## config.mk

```make
export PLATFORM = sky130hd
export DESIGN_NAME = mac_window_sequencer
export DESIGN_NICKNAME = d
export VERILOG_FILES = /design/src/rtl/mac_window_sequencer.sv
export SDC_FILE = /design/constraint.sdc
export NUM_CORES = 1
export LEC_CHECK = 0
export CAP_MARGIN = 30
export CORE_MARGIN = 4
export CORE_UTILIZATION = 35
export CTS_CLUSTER_DIAMETER = 80
export DETAILED_ROUTE_END_ITERATION = 12
export DONT_BUFFER_PORTS = 1
export GPL_TIMING_DRIVEN = 0
export HOLD_SLACK_MARGIN = 0.06
export PLACE_DENSITY = 0.48
export SETUP_SLACK_MARGIN = 0.15
export SKIP_LAST_GASP = 1
export SLEW_MARGIN = 20
export SYNTH_ARGS = -nofsm -noshare
export SYNTH_HDL_FRONTEND = slang
export SYNTH_SLANG_ARGS = --single-unit
```

## constraint.sdc

```tcl
create_clock -name clk -period 4.6 [get_ports clk]
set_input_delay 0.92 -clock clk [delete_from_list [all_inputs] [get_ports clk]]
set_output_delay 0.92 -clock clk [all_outputs]
set_load 0.02 [all_outputs]
```

## src/rtl/mac_window_sequencer.sv

```systemverilog
// Sequences one shared multiply-accumulate unit through a TAPS-point dot product:
// it flushes the MAC, feeds one window/coef pair per cycle, drains, then holds the result.
module mac_window_sequencer #(
  parameter int I_OPP_W = 4,
  parameter int O_OPP_W = 2*I_OPP_W,
  parameter int TAPS    = 9,
  parameter int MAC_LAT = 2
) (
  input  logic                    clk,
  input  logic                    aresetn,
  input  logic [TAPS*I_OPP_W-1:0] win_data,
  input  logic [TAPS*I_OPP_W-1:0] coef,
  input  logic                    win_valid,
  output logic                    win_ready,
  output logic                    mac_reset,
  output logic [I_OPP_W-1:0]      mac_data,
  output logic [I_OPP_W-1:0]      mac_multi,
  input  logic [O_OPP_W-1:0]      mac_result,
  input  logic                    mac_overflow,
  output logic [O_OPP_W-1:0]      out_data,
  output logic                    out_overflow,
  output logic                    out_valid,
  input  logic                    out_ready
);

  localparam int CNT_MAX = (TAPS > MAC_LAT) ? TAPS : MAC_LAT;
  localparam int CNT_W   = (CNT_MAX > 1) ? $clog2(CNT_MAX) : 1;
  localparam logic [CNT_W-1:0] LAT_LAST = CNT_W'(MAC_LAT - 1);
  localparam logic [CNT_W-1:0] TAP_LAST = CNT_W'(TAPS - 1);

  typedef enum logic [2:0] {IDLE, CLEAR, FEED, DRAIN, OUT} state_t;

  state_t                    state;
  logic [CNT_W-1:0]          cnt;
  logic [TAPS*I_OPP_W-1:0]   win_lat;
  logic [TAPS*I_OPP_W-1:0]   coef_lat;
  logic                      ovf_acc;

  // Operands are registered one cycle ahead of the state they belong to, so the
  // latched vectors are shifted down and tap 0 always sits in the low slot.
  always_ff @(posedge clk or negedge aresetn) begin
    if (!aresetn) begin
      state        <= IDLE;
      cnt          <= '0;
      win_lat      <= '0;
      coef_lat     <= '0;
      ovf_acc      <= 1'b0;
      win_ready    <= 1'b1;
      mac_reset    <= 1'b1;
      mac_data     <= '0;
      mac_multi    <= '0;
      out_data     <= '0;
      out_overflow <= 1'b0;
      out_valid    <= 1'b0;
    end else begin
      case (state)
        IDLE: begin
          if (win_valid) begin
            win_lat   <= win_data;
            coef_lat  <= coef;
            win_ready <= 1'b0;
            cnt       <= '0;
            state     <= CLEAR;
          end
        end
        CLEAR: begin
          ovf_acc <= 1'b0;
          if (cnt == LAT_LAST) begin
            cnt       <= '0;
            mac_reset <= 1'b0;
            mac_data  <= win_lat[I_OPP_W-1:0];
            mac_multi <= coef_lat[I_OPP_W-1:0];
            win_lat   <= win_lat >> I_OPP_W;
            coef_lat  <= coef_lat >> I_OPP_W;
            state     <= FEED;
          end else begin
            cnt <= cnt + 1'b1;
          end
        end
        FEED: begin
          ovf_acc <= ovf_acc | mac_overflow;
          if (cnt == TAP_LAST) begin
            cnt       <= '0;
            mac_data  <= '0;
            mac_multi <= '0;
            state     <= DRAIN;
          end else begin
            cnt       <= cnt + 1'b1;
            mac_data  <= win_lat[I_OPP_W-1:0];
            mac_multi <= coef_lat[I_OPP_W-1:0];
            win_lat   <= win_lat >> I_OPP_W;
            coef_lat  <= coef_lat >> I_OPP_W;
          end
        end
        DRAIN: begin
          ovf_acc <= ovf_acc | mac_overflow;
          if (cnt == LAT_LAST) begin
            cnt          <= '0;
            out_data     <= mac_result;
            out_overflow <= ovf_acc | mac_overflow;
            out_valid    <= 1'b1;
            mac_reset    <= 1'b1;
            state        <= OUT;
          end else begin
            cnt <= cnt + 1'b1;
          end
        end
        OUT: begin
          if (out_ready) begin
            out_valid <= 1'b0;
            win_ready <= 1'b1;
            state     <= IDLE;
          end
        end
        default: state <= IDLE;
      endcase
    end
  end

endmodule
```

==> results of run 1 <==
## critical path, cell delays in order (launching register included)
cell and delay [ns]:
dfrtp_1 0.36, buf_2 0.18, nand2b_1 0.22, a21oi_2 0.53, buf_2 0.37, mux2_2 0.38, mux2_4 0.26
## cell families (layout without fill, tap and decap cells)
family,count (synthesis),in the layout
AO/OA/AOI/OAI,24,24
AND/OR/NAND/NOR,39,39
buffers and inverters,33,49
multiplexers,153,153
adder cells (fa/ha/maj),3,3
flip-flops,100,100
## registers in the layout, summed over array words and instances (netlist names)
name	count
mac_data	4
coef_lat	36
state	3
mac_reset	1
ovf_acc	1
win_ready	1
out_valid	1
cnt	4
mac_multi	4
out_overflow	1
out_data	8
win_lat	36
## cell usage in the layout (no fill, tap or decap), drive strengths merged, types with 2 or more instances in the layout
master	n
a21oi	9
mux2i	9
nor2b	8
nand2b	2
clkbuf	16
o41ai	2
nor2	7
dfstp	2
dfrtp	98
ha	3
nand3	3
inv	14
buf	18
a31oi	2
o21ai	4
nand2	15
mux2	144
## final timing paths
| path | depth (start not counted) | startpoint | slack, ns | to |
|---|---|---|---|---|
| hold / removal | 0 | aresetn | 0.25 | win_lat[10] |
| min in group clk | 1 | coef_lat[34] | 0.51 | coef_lat[34] |
| hold reg to reg | 1 | coef_lat[34] | 0.51 | coef_lat[34] |
| setup reg to reg | 6 | state[0] | 2.18 | coef_lat[0] |
| setup / recovery | 6 | state[0] | 2.18 | coef_lat[0] |
| max in group asynchronous | 0 | aresetn | 4.05 | win_ready |
## metrics by stage
stage / hold slack, ns / area [µm²] / utilization
after global routing: 0.233 / 5620 / 0.399
final: 0.253 / 5620 / 0.399
after detailed placement: 0.488 / 5330 / 0.378
after floorplan: 0.474 / 5100 / -
after CTS: 0.236 / 5620 / 0.399
after global placement: 0.490 / 5330 / 0.378
## per-layer routing
metal	global-route usage	share of wire
met1	0.159	0.44
met2	0.190	0.45
met3	0.0581	0.088
met4	0.0488	0.015
met5	0	0.00069
## area by class of cell
class,count,area (µm²),area share
buffer,19,138,0.0245
inverter,14,52.6,0.00934
multi-input combinational,219,2410,0.428
sequential,100,2500,0.445
tap,180,225,0.0400
clock inverter,1,30.0,0.00534
clock buffer,15,268,0.0476
## power breakdown
group	total, mW	switching [mW]	internal (mW)	leakage [nW]
Combinational	2.43	0.903	1.52	1.28
Clock	0.776	0.323	0.453	0.144
Sequential	1.70	0.365	1.34	1.20
Total	4.90	1.59	3.31	2.63
==> impl_metrics.py, run 1 <==
metrics = {
    "run_status": {
        "status": "finished clean",
    },
    "logic_synthesis": {
        "ys_top_cells_by_count": "dfrtp_1, mux2_2, mux2_4",
        "yosysMostFrequentCell": "dfrtp_1",
        "synth_area_leaders": "dfrtp_1, mux2_4, mux2_2",
        "netlist_area_um2": 5100,
        "synth_flop_cell": "dfrtp_1",
        "postSynthAreaPerCell_um2": 14.5,
        "synthesis.nets": 440,
        "synthesis.yosys.warnings": 0,
        "async_flop_share": 1.00,
        "ys_seq_area_frac": 0.491,
        "synth.largest_area_cell": "dfrtp_1",
        "synthXorXnorAreaFrac": 0,
        "synth_top_area_frac": 0.481,
        "ys_types": 33,
        "synthCells": 352,
        "synth_compound_area_frac": 0.0397,
        "synth_simple_gate_area_share": 0.0375,
        "synth.area.mux_share": 0.387,
        "synth-seq-cells": 100,
        "synth_edf_count": 0,
        "synthAdderAreaFrac": 0.00736,
        "synth_top_family_by_area": "multiplexers",
    },
    "timing": {
        "timing.final.ws_setup_ns": 2.18,
        "relSlewSlack": 0.598,
        "fin_crit_sh": 0.526,
        "tightest_slew_ns": 0.603,
        "setup_viol": 0,
        "grt_setup_unrepaired": "no",
        "hold_viol_final": 0,
        "final_max_slew_viol_count": 0,
        "fmaxAchievable_mhz": 414,
        "skew_ns": 0.00964,
        "fin_tns_setup_ns": 0,
        "period_minus_slack_ns": 2.42,
    },
    "critical_path": {
        "startpoint_type": "flop",
        "cp-end-kind": "flop",
        "cp_max_fo": 10,
        "path_class": "reg2reg",
        "cp.arrival_ns": 2.65,
        "required_ns": 4.84,
    },
    "placement": {
        "dp_cells": 532,
        "dp.final_hpwl_mm": 6.96,
        "gp_congestion": 0.757,
        "pre_cts_slack_ns": 2.12,
        "portBuffers": 0,
    },
    "route": {
        "wirelength_mm": 10.2,
        "num_vias": 2744,
        "initialDrtViolationCount": 103,
        "first_pass_iters": 4,
        "drc": 0,
        "wire_per_inst_um": 18.5,
        "ant_nets": 0,
        "viasPerCell": 5.01,
    },
    "min_path": {
        "hp-class": "in2async",
    },
    "clocking": {
        "clock_path_buffers": 2,
        "cts_tree": "yes",
        "post_cts_buffers": 0,
        "clk_latency_ns": 0.35,
        "cts-resized-gates": 0,
        "cts_hold_buf": 0,
        "clk_pin_slew_ns": 0.07,
        "cts_made_buffers": 9,
        "h-tree-depth": 3,
        "cts_root_buffer": "clkbuf_16",
        "clkSinkCount": 100,
    },
    "pwr": {
        "leakage_nw": 2.63,
        "ir_drop_mv": 0.407,
        "p_total_mw": 4.90,
        "power_density_nw_per_um2": 872,
    },
    "floorplan": {
        "die_w_um": 129,
        "initial_core_util": 0.362,
        "num_io_pins": 105,
        "dieArea_um2": 16600,
        "coreArea_um2": 14100,
        "die_h_um": 129,
        "row_count": 43,
    },
    "global_route": {
        "track_usage": 0.127,
        "grt_pass1_vias": 3039,
        "grt_max_degree": 101,
        "grt_overflow": 0,
        "grt_pass1_wl_mm": 16.1,
        "antenna_found_initial": 1,
    },
    "cells_and_area": {
        "drive_gt1_frac": 0.492,
        "antenna_cells": 0,
        "stdcell_count": 548,
        "n_fill_cell": 1354,
        "final_nets": 451,
        "area_delta_synth_final_pct": 10.3,
    },
    "job": {
        "maxCapViolCount": 0,
    },
}
(Power assumes the default switching activity.)
==> run 2: changes to the inputs <==
==> constraint.sdc (replaced) <==
create_clock -name clk -period 2.3 [get_ports clk]
set_input_delay 0.46 -clock clk [delete_from_list [all_inputs] [get_ports clk]]
set_output_delay 0.46 -clock clk [all_outputs]
set_load 0.02 [all_outputs]
==> run 2 against run 1 <==
  * The run now ends with hold timing left
  * Die area unchanged
  * Sequential share of layout area down 0.93 points
  * Hold slack worse by 0.46 ns
  * Sequential cell count unchanged
  * Final area up 2.1%
  * Critical endpoint is now coef_lat[14]
  * First-iteration DRC count up 7.8%
  * Clock power up 100%
  * Critical path depth up 1
  * Cell count up 1.3%
  * Wire length up 0.65%
  * Via count up 1.2%
  * Largest power group unchanged
==> impl_metrics.py, run 2 (synthesized netlist as in run 1, its figures left out) <==
metrics = {
    "run_status": {
        "status": "complete, but fails checks",
        "violations": "hold timing",
    },
    "floorplan": {
        "dieArea_um2": 16600,
        "coreArea_um2": 14100,
        "row_count": 43,
        "num_io_pins": 105,
        "initial_core_util": 0.362,
        "die_h_um": 129,
        "die_w_um": 129,
    },
    "global_route": {
        "antenna_found_initial": 1,
        "grt_pass1_vias": 3068,
        "grt_max_degree": 101,
        "grt_overflow": 0,
        "track_usage": 0.128,
        "grt_pass1_wl_mm": 16.3,
    },
    "critical_path": {
        "crit_family": "multiplexers",
        "required_ns": 2.54,
        "cp.arrival_ns": 2.31,
        "reg2reg_depth": 7,
        "crit_cells": 7,
        "path_class": "reg2reg",
        "cp_max_fo": 10,
        "reg2reg_slack_ns": 0.23,
        "critPathMaxStageDelay_ns": 0.36,
        "critPathSlowestCell": "dfrtp_1",
        "startpoint_type": "flop",
        "cp-end-kind": "flop",
        "crit_path_cell_trace": "buf_2 -> nand2b_2 -> a21oi_4 -> buf_12 -> clkbuf_4 -> mux2_2 -> mux2_4",
        "crit_buf_inv": 3,
    },
    "route": {
        "wirelength_mm": 10.2,
        "wire_per_inst_um": 18.4,
        "initialDrtViolationCount": 111,
        "num_vias": 2778,
        "viasPerCell": 5.01,
        "first_pass_iters": 4,
        "drc": 0,
        "ant_nets": 0,
    },
    "timing": {
        "tightest_slew_ns": 0.510,
        "fin_tns_setup_ns": 0,
        "fmaxAchievable_mhz": 483,
        "hold_viol_final": 98,
        "final_max_slew_viol_count": 0,
        "skew_ns": 0.00861,
        "relSlewSlack": 0.660,
        "whs_ns": -0.206,
        "fin_crit_sh": 0.900,
        "setup_viol": 0,
        "grt_setup_unrepaired": "yes",
        "period_minus_slack_ns": 2.07,
    },
    "pwr": {
        "leakage_nw": 2.68,
        "ir_drop_mv": 0.818,
        "p_total_mw": 10.1,
        "power_density_nw_per_um2": 1760,
    },
    "clocking": {
        "cts_made_buffers": 9,
        "h-tree-depth": 3,
        "clk_latency_ns": 0.35,
        "clock_path_buffers": 2,
        "cts_tree": "yes",
        "cts_root_buffer": "clkbuf_16",
        "clkSinkCount": 100,
        "clk_pin_slew_ns": 0.07,
    },
    "job": {
        "maxCapViolCount": 0,
    },
    "cells_and_area": {
        "stdcell_area_um2": 5740,
        "final_nets": 458,
        "drive_gt1_frac": 0.504,
        "antenna_cells": 0,
        "most-common-layout-cells": "dfrtp_1, mux2_2, mux2_4, nand2_1, inv_1",
        "n_fill_cell": 1348,
        "reg_top3": "coef_lat x36, win_lat x36, out_data x8",
        "mostFrequentLayoutCell": "dfrtp_1",
        "area_delta_synth_final_pct": 12.6,
    },
    "placement": {
        "portBuffers": 0,
        "gp_congestion": 0.757,
        "dpl-instance-area_um2": 5330,
        "dp.final_hpwl_mm": 6.96,
    },
    "min_path": {
        "hp-class": "in2async",
    },
}
## run 2: layer usage
metal  part of all wire  global-route usage
met2               0.45               0.191
met1               0.45               0.162
met3              0.085              0.0581
met5            0.00068                   0
met4              0.015              0.0482
## run 2: what timing repair did
item	4_1_cts	5_1_grt
endpoints found under the hold margin	100	100
buffers inserted	5	2
pin swaps	1	2
gates resized for setup	2	8
setup endpoints to repair	70	82
## run 2: area by class of cell
type,instances,area (µm²),share of cell area
plain buffers,19,158,0.0274
clock buffers,15,268,0.0466
clock inverters,1,30.0,0.00523
inverters,14,52.6,0.00915
multi-input cells,219,2420,0.421
flip-flops and latches,100,2500,0.436
well taps,180,225,0.0392
repair buffers,7,90.1,0.0157
## run 2: power by group
| part | leakage [nW] | internal (mW) | switching (mW) |
|---|---|---|---|
| sequential | 1.20 | 2.67 | 0.726 |
| clock | 0.144 | 0.906 | 0.642 |
| combinational | 1.34 | 3.30 | 1.86 |
## run 2: through the flow
stage,utilization,instances,setup slack (ns),hold slack [ns]
floorplan,-,352,0.328,0.164
global placement,0.378,532,-0.155,0.168
detailed placement,0.378,532,-0.183,0.168
CTS,0.404,553,0.136,-0.224
global route,0.408,555,0.146,-0.227
finish,0.408,555,0.229,-0.206
## run 2: worst paths after layout
path,startpoint,end
setup reg to reg,state[0],coef_lat[14]
setup / recovery,state[0],coef_lat[14]
min in group clk,out_ready,state[2]
hold / removal,aresetn,win_lat[10]
hold reg to reg,coef_lat[34],coef_lat[34]
max in group asynchronous,aresetn,win_ready
==> run 3: changes to the inputs <==
--- a/config.mk
+++ b/config.mk
@@ -8,12 +8,13 @@
 export CAP_MARGIN = 30
 export CORE_MARGIN = 4
 export CORE_UTILIZATION = 35
-export CTS_CLUSTER_DIAMETER = 80
+export CTS_CLUSTER_DIAMETER = 50
+export CTS_CLUSTER_SIZE = 16
 export DETAILED_ROUTE_END_ITERATION = 12
 export DONT_BUFFER_PORTS = 1
 export GPL_TIMING_DRIVEN = 0
 export HOLD_SLACK_MARGIN = 0.06
-export PLACE_DENSITY = 0.48
+export PLACE_DENSITY = 0.5
 export SETUP_SLACK_MARGIN = 0.15
 export SKIP_LAST_GASP = 1
 export SLEW_MARGIN = 20
==> constraint.sdc (replaced) <==
create_clock -name clk -period 1.7 [get_ports clk]
set_input_delay 0.34 -clock clk [delete_from_list [all_inputs] [get_ports clk]]
set_output_delay 0.34 -clock clk [all_outputs]
set_load 0.02 [all_outputs]
==> run 3 against run 2 <==
  * Largest power group unchanged
  * Utilization rose by 1.5 points
  * Via count fell by 0.14%
  * The flow finishes with violations (hold timing, setup timing)
  * First-iteration DRC count decreased by 49%
  * Critical endpoint is now coef_lat[5]
==> impl_metrics.py, run 3 (synthesized netlist as in run 1, its figures left out) <==
metrics = {
    "timing": {
        "fin_crit_sh": 1.20,
        "relSlewSlack": 0.672,
        "final_max_slew_viol_count": 0,
        "setup_viol": 93,
        "timing.final.ws_setup_ns": -0.341,
        "tightest_slew_ns": 0.492,
        "grt_setup_unrepaired": "yes",
        "whs_ns": -0.310,
        "fmaxAchievable_mhz": 490,
        "hold_viol_final": 100,
        "period_minus_slack_ns": 2.04,
        "skew_ns": 0.00571,
    },
    "cells_and_area": {
        "reg_top3": "coef_lat x36, win_lat x36, out_data x8",
        "n_fill_cell": 1327,
        "mostFrequentLayoutCell": "dfrtp_1",
        "most-common-layout-cells": "dfrtp_1, mux2_2, mux2_4, buf_6, nand2_1",
        "utilization": 0.422,
        "final_nets": 469,
        "drive_gt1_frac": 0.544,
        "stdcell_count": 567,
        "area_delta_synth_final_pct": 16.7,
    },
    "placement": {
        "portBuffers": 0,
        "dp.final_hpwl_mm": 6.83,
        "dp_cells": 532,
        "gp_congestion": 0.755,
    },
    "critical_path": {
        "reg2reg_depth": 8,
        "r2r_start": "cnt[0]",
        "cp-end-kind": "flop",
        "cp_max_fo": 10,
        "crit_start": "cnt[0]",
        "startpoint_type": "flop",
        "cp.arrival_ns": 2.27,
        "required_ns": 1.93,
        "path_class": "reg2reg",
    },
    "job": {
        "maxCapViolCount": 0,
    },
    "clocking": {
        "h-tree-depth": 3,
        "cts_root_buffer": "clkbuf_16",
        "clk_pin_slew_ns": 0.07,
        "clock_path_buffers": 2,
        "cts_tree": "yes",
        "clkSinkCount": 100,
        "cts_made_buffers": 9,
        "clk_latency_ns": 0.34,
        "cts_hold_buf": 1,
    },
    "pwr": {
        "p_total_mw": 14.2,
        "power_density_nw_per_um2": 2390,
        "ir_drop_mv": 0.986,
        "leakage_nw": 2.78,
    },
    "global_route": {
        "antenna_found_initial": 2,
        "grt_max_degree": 101,
        "grt_pass1_wl_mm": 16.5,
        "track_usage": 0.128,
        "grt_overflow": 0,
        "grt_pass1_vias": 3094,
    },
    "route": {
        "wire_per_inst_um": 17.9,
        "first_pass_iters": 4,
        "ant_nets": 0,
        "viasPerCell": 4.89,
        "initialDrtViolationCount": 57,
        "wirelength_mm": 10.2,
        "drc": 0,
        "num_vias": 2774,
    },
    "floorplan": {
        "initial_core_util": 0.362,
        "die_h_um": 129,
        "num_io_pins": 105,
        "coreArea_um2": 14100,
        "dieArea_um2": 16600,
        "row_count": 43,
        "die_w_um": 129,
    },
    "run_status": {
        "violations": "hold timing, setup timing",
        "status": "complete, but fails checks",
    },
    "min_path": {
        "hp-class": "in2async",
    },
}
==> run 3: changes by cell type in the layout (fill, tap and decap cells not counted), sizes merged <==
| cell | delta |
|---|---|
| clkbuf | -9 |
| clkinvlp | +1 |
| buf | +16 |
| diode | +1 |
| clkinv | +2 |
| dlygate4sd3 | +1 |
==> run 3: timing repair <==
action / CTS / global route
setup endpoints to repair: 96 / 98
endpoints found under the hold margin: 101 / 100
resized for setup: 5 / 10
setup buffers: 12 / 5
pin swaps: 3 / 2
==> run 3: final cells by class <==
cell class                      instances  area [µm²]  area share
Multi-Input combinational cell        219        2460       0.414
Timing Repair Buffer                   18         190      0.0320
Clock inverter                          4        47.5     0.00799
Clock buffer                           12         256      0.0431
Antenna cell                            1        2.50    0.000421
Buffer                                 19         206      0.0347
Inverter                               14        52.6     0.00883
Tap cell                              180         225      0.0378
Sequential cell                       100        2500       0.421
==> run 3: where the power goes <==
group	switching (mW)	total, mW	internal [mW]
registers	0.988	4.60	3.62
clock network	0.869	2.09	1.22
logic	2.67	7.52	4.85
total	4.53	14.2	9.68
==> run 3: layer usage <==
layer  global-route usage  share of wire  wire, µm  vias up
li1                     -              -         -     1299
met1                0.160           0.44      4480     1384
met2                0.196           0.46      4700       78
met3               0.0602          0.081       827       11
met4               0.0408          0.013       132        2
met5                    0         0.0014        14        -
==> run 3: critical path, cell delays in order, from the launching register on <==
cell       delay, ns
dfrtp_1         0.41
inv_2           0.08
ha_4            0.15
and3b_2         0.22
a2111oi_4       0.36
a31oi_4         0.07
buf_12          0.17
buf_6           0.16
mux2_4          0.30
==> run 3: final timing paths <==
| check | endpoint | slack, ns |
|---|---|---|
| max | coef_lat[5] | -0.34 |
| min | win_lat[7] | -0.31 |
| max reg2reg | coef_lat[5] | -0.34 |
| min reg2reg | win_lat[8] | 0.50 |
| max in group asynchronous | mac_reset | 1.81 |
| min in group clk | out_data[0] | 0.15 |
==> run 3: per-stage QoR <==
step | area [µm²] | setup TNS [ns] | worst slack, ns
floorplan | 5170 | -12.83 | -0.175
global placement | 5400 | -40.71 | -0.535
detailed placement | 5400 | -41.54 | -0.535
CTS | 5860 | -21.96 | -0.281
global route | 5950 | -34.08 | -0.416
finish | 5950 | -26.30 | -0.341
